$ cat config.mk
export PLATFORM = sky130hd
export DESIGN_NAME = uart_prog_loader
export DESIGN_NICKNAME = d
export VERILOG_FILES = /design/src/rtl/uart_prog_loader.sv
export SDC_FILE = /design/constraint.sdc
export NUM_CORES = 1
export LEC_CHECK = 0
export ABC_AREA = 1
export CORE_MARGIN = 2
export CORE_UTILIZATION = 55
export DETAILED_ROUTE_END_ITERATION = 10
export PLACE_DENSITY = 0.82
export SLEW_MARGIN = 20
export SYNTH_ARGS = -nofsm -noshare
export SYNTH_HDL_FRONTEND = slang
export SYNTH_SLANG_ARGS = --single-unit
$ cat constraint.sdc
create_clock -name clock -period 6.6 [get_ports clock]
set_input_delay 0.99 -clock clock [delete_from_list [all_inputs] [get_ports clock]]
set_output_delay 0.99 -clock clock [all_outputs]
set_load 0.01 [all_outputs]
$ cat src/rtl/uart_prog_loader.sv
// uart_prog_loader
//   UART boot loader. Receives framed images over an 8N1 serial line and
//   writes them, one word per strobe, into NUM_TGT target memories.
//   Frame: TGT | CNT_LO CNT_HI | N words (DATA_W/8 bytes each, little-endian)
//   A TGT byte of 8'hFF ends the session cleanly.
//
//   Optional feature: define UART_PROG_CSUM_EN to require one XOR checksum
//   byte after the last word of every frame with N>0.
//
// Ports
//   clock  in   system clock
//   reset  in   asynchronous, active-high
//   start  in   1-cycle pulse, begins a session (ignored while busy)
//   rx     in   UART serial input, idle high
//   wen    out  one-hot write strobe, one cycle per word
//   adr    out  word address of the current write (held between strobes)
//   dat    out  write data (held between strobes)
//   busy   out  session in progress
//   done   out  session ended cleanly (sticky until next start)
//   err    out  protocol/framing/timeout error (sticky until next start)
module uart_prog_loader #(
  parameter int CLKS_PER_BIT = 87,
  parameter int DATA_W       = 32,
  parameter int ADDR_W       = 14,
  parameter int NUM_TGT      = 2,
  parameter int TIMEOUT_CYC  = 1000000
) (
  input  logic               clock,
  input  logic               reset,
  input  logic               start,
  input  logic               rx,
  output logic [NUM_TGT-1:0] wen,
  output logic [ADDR_W-1:0]  adr,
  output logic [DATA_W-1:0]  dat,
  output logic               busy,
  output logic               done,
  output logic               err
);

  localparam int HALF_BIT = CLKS_PER_BIT / 2;
  localparam int BIT_W    = $clog2(CLKS_PER_BIT + 1);
  localparam int BPW      = DATA_W / 8;
  localparam int BI_W     = (BPW > 1) ? $clog2(BPW) : 1;
  localparam int TGT_W    = (NUM_TGT > 1) ? $clog2(NUM_TGT) : 1;
  localparam int TO_W     = $clog2(TIMEOUT_CYC + 1);
  // Largest word count that still fits the per-target address space.
  localparam logic [16:0] MAX_N = (ADDR_W >= 16) ? 17'h10000 : 17'(1 << ADDR_W);

  // ---------------------------------------------------------------------------
  // 8N1 receiver
  // ---------------------------------------------------------------------------
  typedef enum logic [1:0] {RX_IDLE, RX_START, RX_DATA, RX_STOP} rx_state_t;

  rx_state_t        rx_st;
  logic [2:0]       rx_sync;   // [0],[1] synchroniser, [2] previous synced value
  logic [BIT_W-1:0] bit_tmr;
  logic [2:0]       bit_idx;
  logic [7:0]       rx_byte;
  logic             byte_vld;
  logic             frame_err;

  always_ff @(posedge clock or posedge reset) begin
    if (reset) begin
      rx_sync   <= '1;
      rx_st     <= RX_IDLE;
      bit_tmr   <= '0;
      bit_idx   <= '0;
      rx_byte   <= '0;
      byte_vld  <= 1'b0;
      frame_err <= 1'b0;
    end else begin
      rx_sync   <= {rx_sync[1:0], rx};
      byte_vld  <= 1'b0;
      frame_err <= 1'b0;
      case (rx_st)
        // Edge-triggered so a low stop bit cannot immediately re-arm the receiver.
        RX_IDLE: if (rx_sync[2] && !rx_sync[1]) begin
          rx_st   <= RX_START;
          bit_tmr <= '0;
        end
        // Half a bit in: line must still be low, otherwise it was a glitch.
        RX_START: if (bit_tmr == BIT_W'(HALF_BIT - 1)) begin
          bit_tmr <= '0;
          bit_idx <= '0;
          rx_st   <= rx_sync[1] ? RX_IDLE : RX_DATA;
        end else begin
          bit_tmr <= bit_tmr + BIT_W'(1);
        end
        RX_DATA: if (bit_tmr == BIT_W'(CLKS_PER_BIT - 1)) begin
          bit_tmr <= '0;
          rx_byte <= {rx_sync[1], rx_byte[7:1]};   // LSB first
          bit_idx <= bit_idx + 3'd1;
          if (bit_idx == 3'd7) rx_st <= RX_STOP;
        end else begin
          bit_tmr <= bit_tmr + BIT_W'(1);
        end
        RX_STOP: if (bit_tmr == BIT_W'(CLKS_PER_BIT - 1)) begin
          bit_tmr   <= '0;
          rx_st     <= RX_IDLE;
          byte_vld  <= rx_sync[1];
          frame_err <= !rx_sync[1];
        end else begin
          bit_tmr <= bit_tmr + BIT_W'(1);
        end
        default: rx_st <= RX_IDLE;
      endcase
    end
  end

  // ---------------------------------------------------------------------------
  // Frame FSM
  // ---------------------------------------------------------------------------
  typedef enum logic [2:0] {
    S_IDLE, S_TGT, S_CNT_LO, S_CNT_HI, S_DATA,
`ifdef UART_PROG_CSUM_EN
    S_CSUM,
`endif
    S_DONE, S_ERR
  } state_t;

  state_t            state_q, state_d;
  logic [TGT_W-1:0]  tgt_q;
  logic [7:0]        cnt_lo_q;
  logic [15:0]       last_idx_q;
  logic [15:0]       widx_q;
  logic [BI_W-1:0]   bidx_q;
  logic [DATA_W-1:0] word_q, word_nx;
  logic [TO_W-1:0]   idle_q;
  logic [15:0]       n_words;
  logic              tgt_ok, word_last, frame_last, timeout;
`ifdef UART_PROG_CSUM_EN
  logic [7:0]        csum_q;
`endif

  assign n_words    = {rx_byte, cnt_lo_q};
  assign tgt_ok     = int'({24'd0, rx_byte}) < NUM_TGT;
  assign word_last  = (bidx_q == BI_W'(BPW - 1));
  assign frame_last = word_last && (widx_q == last_idx_q);
  // A byte arriving this cycle restarts the idle window, so it can't time out.
  assign timeout    = busy && !byte_vld && (idle_q == TO_W'(TIMEOUT_CYC - 1));

  // Insert the incoming byte at its little-endian lane.
  always_comb begin
    word_nx = word_q;
    word_nx[8*bidx_q +: 8] = rx_byte;
  end

  always_ff @(posedge clock or posedge reset) begin
    if (reset) state_q <= S_IDLE;
    else       state_q <= state_d;
  end

  always_comb begin
    state_d = state_q;
    case (state_q)
      S_IDLE, S_DONE, S_ERR: if (start) state_d = S_TGT;
      S_TGT: if (byte_vld) begin
        if (tgt_ok)                 state_d = S_CNT_LO;
        else if (rx_byte == 8'hFF)  state_d = S_DONE;
        else                        state_d = S_ERR;
      end
      S_CNT_LO: if (byte_vld) state_d = S_CNT_HI;
      S_CNT_HI: if (byte_vld) begin
        if ({1'b0, n_words} > MAX_N) state_d = S_ERR;
        else if (n_words == 16'd0)   state_d = S_TGT;
        else                         state_d = S_DATA;
      end
`ifdef UART_PROG_CSUM_EN
      S_DATA: if (byte_vld && frame_last) state_d = S_CSUM;
      S_CSUM: if (byte_vld) state_d = (rx_byte == csum_q) ? S_TGT : S_ERR;
`else
      S_DATA: if (byte_vld && frame_last) state_d = S_TGT;
`endif
      default: state_d = S_IDLE;
    endcase
    if (busy && (frame_err || timeout)) state_d = S_ERR;
  end

  always_comb begin
    busy = 1'b0;
    done = 1'b0;
    err  = 1'b0;
    case (state_q)
      S_TGT, S_CNT_LO, S_CNT_HI, S_DATA: busy = 1'b1;
`ifdef UART_PROG_CSUM_EN
      S_CSUM: busy = 1'b1;
`endif
      S_DONE: done = 1'b1;
      S_ERR:  err  = 1'b1;
      default: ;
    endcase
  end

  // ---------------------------------------------------------------------------
  // Datapath: addressing, word assembly, write strobe, idle timer
  // ---------------------------------------------------------------------------
  always_ff @(posedge clock or posedge reset) begin
    if (reset) begin
      tgt_q      <= '0;
      cnt_lo_q   <= '0;
      last_idx_q <= '0;
      widx_q     <= '0;
      bidx_q     <= '0;
      word_q     <= '0;
      idle_q     <= '0;
      wen        <= '0;
      adr        <= '0;
      dat        <= '0;
`ifdef UART_PROG_CSUM_EN
      csum_q     <= '0;
`endif
    end else begin
      wen <= '0;

      if (!busy || byte_vld)  idle_q <= '0;
      else if (!timeout)      idle_q <= idle_q + TO_W'(1);

      if (byte_vld) begin
        case (state_q)
          S_TGT: begin
            tgt_q <= rx_byte[TGT_W-1:0];
`ifdef UART_PROG_CSUM_EN
            csum_q <= '0;
`endif
          end
          S_CNT_LO: cnt_lo_q <= rx_byte;
          S_CNT_HI: begin
            last_idx_q <= n_words - 16'd1;
            widx_q     <= '0;
            bidx_q     <= '0;
          end
          S_DATA: begin
            word_q <= word_nx;
`ifdef UART_PROG_CSUM_EN
            csum_q <= csum_q ^ rx_byte;
`endif
            if (word_last) begin
              wen    <= NUM_TGT'(1) << tgt_q;
              adr    <= ADDR_W'(widx_q);
              dat    <= word_nx;
              widx_q <= widx_q + 16'd1;
              bidx_q <= '0;
            end else begin
              bidx_q <= bidx_q + BI_W'(1);
            end
          end
          default: ;
        endcase
      end
    end
  end

endmodule

==> results.yml <==
status:
  status: "complete, no violations"
setup_path:
  startpoint_type: "flop"
  required_ns: 5.61
  crit_type: "flop to output pin"
  end_kind: "output pin"
  worstPathMaxFanout: 7
  cp.arrival_ns: 2.02
die:
  start_util: 0.5586
  io_pins: 55
  die_w_um: 127.6
  dieHeight_um: 127.6
  core-area_um2: 15030
  die-area_um2: 16270
  rows: 45
drt:
  vias: 7003
  routed_wirelength_um: 18820
  vias_per_cell: 5.493
  wl_per_cell_um: 14.76
  drc_errors: 0
  dr.pass1.iters: 5
  drtAntennaViolNets: 0
  drt_iter0_drc: 588
pwr:
  p_per_area_nw_per_um2: 248.7
  leakagePower_nw: 4.379
  ir_worst_vdd_mv: 0.2447
global_routing:
  grt_max_degree: 117
  antenna_found_initial: 0
  grtUsageTotal: 0.2451
  grt_pass1_wl_um: 31940
  grt_overflow: 0
  grt_pass1_vias: 6726
timing:
  min_period_ns: 3.013
  worst_pin_slew_ns: 0.8927
  setup_tns_ns: 0
  relSlewSlack: 0.4042
  finalCritPeriodShare: 0.4566
  slew_viol_final: 0
  fin_skew_ns: 0.008369
  grt_setup_unrepaired: "no"
  hold_viol: 0
  setup_viol: 0
  fmax_mhz: 331.9
clock_tree:
  root_buffer: "clkbuf_16"
  cts_hold_buffers: 0
  cts.sink_count: 171
  h-tree-depth: 4
  cts_setup_buffers: 0
  clk-insertion-delay-late_ns: 0.43
  max-clock-path-buffers: 2
  cts_tree: "done"
  cts_resized: 0
  clkTransAtPathRegs_ns: 0.07
  cts_made_buffers: 17
job:
  maxCapViolCount: 0
cells_and_area:
  nets: 1092
  register_area_um2: 4283
  fin_cells: 1275
  fillerInstances: 1264
  area_growth_pct: 14.84
  drive_gt1_frac: 0.06532
  multi_input_area_um2: 3418
  num_antenna_cells: 0
logic_synthesis:
  yosys.area.top_type_share: 0.5007
  yosysWarnings: 0
  ys_top_cells_by_area: "dfrtp_1 50%, nand2_1 11%, o21ai_0 8.4%"
  synth_edf_count: 0
  syn_avg_cell_area_um2: 8.105
  synthFlopType: "dfrtp_1"
  synth_async_sr_flop_share: 1.000
  yosysMostFrequentCell: "nand2_1"
  netlist_area_um2: 8397
  synth_largest_area_cell: "dfrtp_1"
  synthTopCellsByCount: "250 x nand2_1, 168 x dfrtp_1, 141 x o21ai_0"
  syn_nets: 1054
  ys_types: 41
  ys_seq_elements: 171
  yosysSeqAreaShare: 0.5101
  netlist_instances: 1036
placement:
  place_hpwl_um: 12670
  port_buffers: 54
  gp_congestion: 0.8866
  dp_cells: 1242
worst_hold_path:
  min_path_type: "flop to flop"
[power breakdown]
part / switching [W] / total, W / leakage [nW] / internal (W)
Sequential: 0.0000356 / 0.00111 / 2.37 / 0.00108
Clock: 0.000439 / 0.00101 / 0.282 / 0.000575
Combinational: 0.000187 / 0.000272 / 1.73 / 0.0000845
[area by class of cell]
cell class,instances,area share
Sequential cell,171,0.4441
Multi-Input combinational cell,687,0.3545
Timing Repair Buffer,57,0.05969
Clock buffer,18,0.04554
Tap cell,188,0.02439
Clock inverter,14,0.01648
Inverter,140,0.05527
[flip-flops by register name, summed over array words and instances, names as in the netlist, named ones only]
name / cells
rx_sync: 3
state_q: 3
rx_st: 1
word_q: 32
dat: 32
bidx_q: 2
last_idx_q: 16
byte_vld: 1
widx_q: 16
bit_tmr: 7
frame_err: 1
tgt_q: 1
idle_q: 20
adr: 14
rx_byte: 8
bit_idx: 3
wen: 2
cnt_lo_q: 8
[layer usage]
metal  up-vias  global-route usage  wire (um)
met2       169              0.4011       9035
met4         0             0.07563        331
met1      3354              0.3299       8663
li1       3453                   -          -
met3        27             0.05276        789
met5         -                   0          0
[cell usage in the layout, fill, tap and decap left out, drive strengths merged, types with 2 or more instances in the layout]
| cell | synthesis | routed |
|---|---|---|
| nand3 | 48 | 48 |
| inv | 140 | 145 |
| o21ai | 149 | 149 |
| clkinvlp | 0 | 4 |
| ha | 14 | 14 |
| clkdlybuf4s50 | 0 | 54 |
| clkbuf | 23 | 18 |
| o21a | 2 | 2 |
| nand4 | 28 | 28 |
| buf | 15 | 3 |
| nor4 | 3 | 3 |
| and3 | 3 | 3 |
| a211oi | 5 | 5 |
| o22ai | 21 | 21 |
| nand2 | 254 | 254 |
| nor2 | 77 | 77 |
| bufinv | 0 | 2 |
| clkinv | 0 | 3 |
| a21oi | 29 | 29 |
| or2 | 2 | 2 |
| a31oi | 2 | 2 |
| dfstp | 3 | 3 |
| xor2 | 13 | 13 |
| nor3 | 28 | 28 |
| xnor2 | 5 | 5 |
| dfrtp | 168 | 168 |
[kinds of logic after synthesis]
group | share of synthesized area
compound gates | 0.1350
simple gates | 0.2325
fa+ha+maj | 0.02086
xor+xnor | 0.01878
flops | 0.5101
buf+inv | 0.08285
[critical path, cell delays in order (launching register included)]
cell             delay [ns]
dfrtp_1                0.53
inv_2                  0.11
nand3_2                0.10
nand2_1                0.08
nor2_2                 0.18
inv_1                  0.11
clkdlybuf4s50_1        0.49
[per-stage QoR]
step / util / area, um2 / power, W / setup WS (ns) / hold slack, ns
after global placement: 0.6002 / 9022 / 0.001398 / 3.562 / 0.3472
final: 0.6414 / 9643 / 0.002399 / 3.587 / 0.3591
after global routing: 0.6414 / 9643 / 0.002498 / 3.468 / 0.3624
after CTS: 0.6400 / 9620 / 0.002412 / 3.575 / 0.3612
after floorplan: - / 8397 / 0.001342 / 0.9832 / 0.3452
after detailed placement: 0.6002 / 9022 / 0.001404 / 3.535 / 0.3516
[path summary, 6_finish.rpt]
kind | startpoint | endpoint | slack (ns) | cells past startpoint
max | state_q[2] | busy | 3.59 | 6
min | rx_sync[0] | rx_sync[1] | 0.36 | 0
max reg2reg | bidx_q[0] | widx_q[5] | 4.16 | 9
min reg2reg | rx_sync[0] | rx_sync[1] | 0.36 | 0
max in group asynchronous | reset | last_idx_q[4] | 4.28 | 3
min in group asynchronous | reset | idle_q[10] | 1.11 | 2
Note: power is estimated with default switching activity, not from simulation.
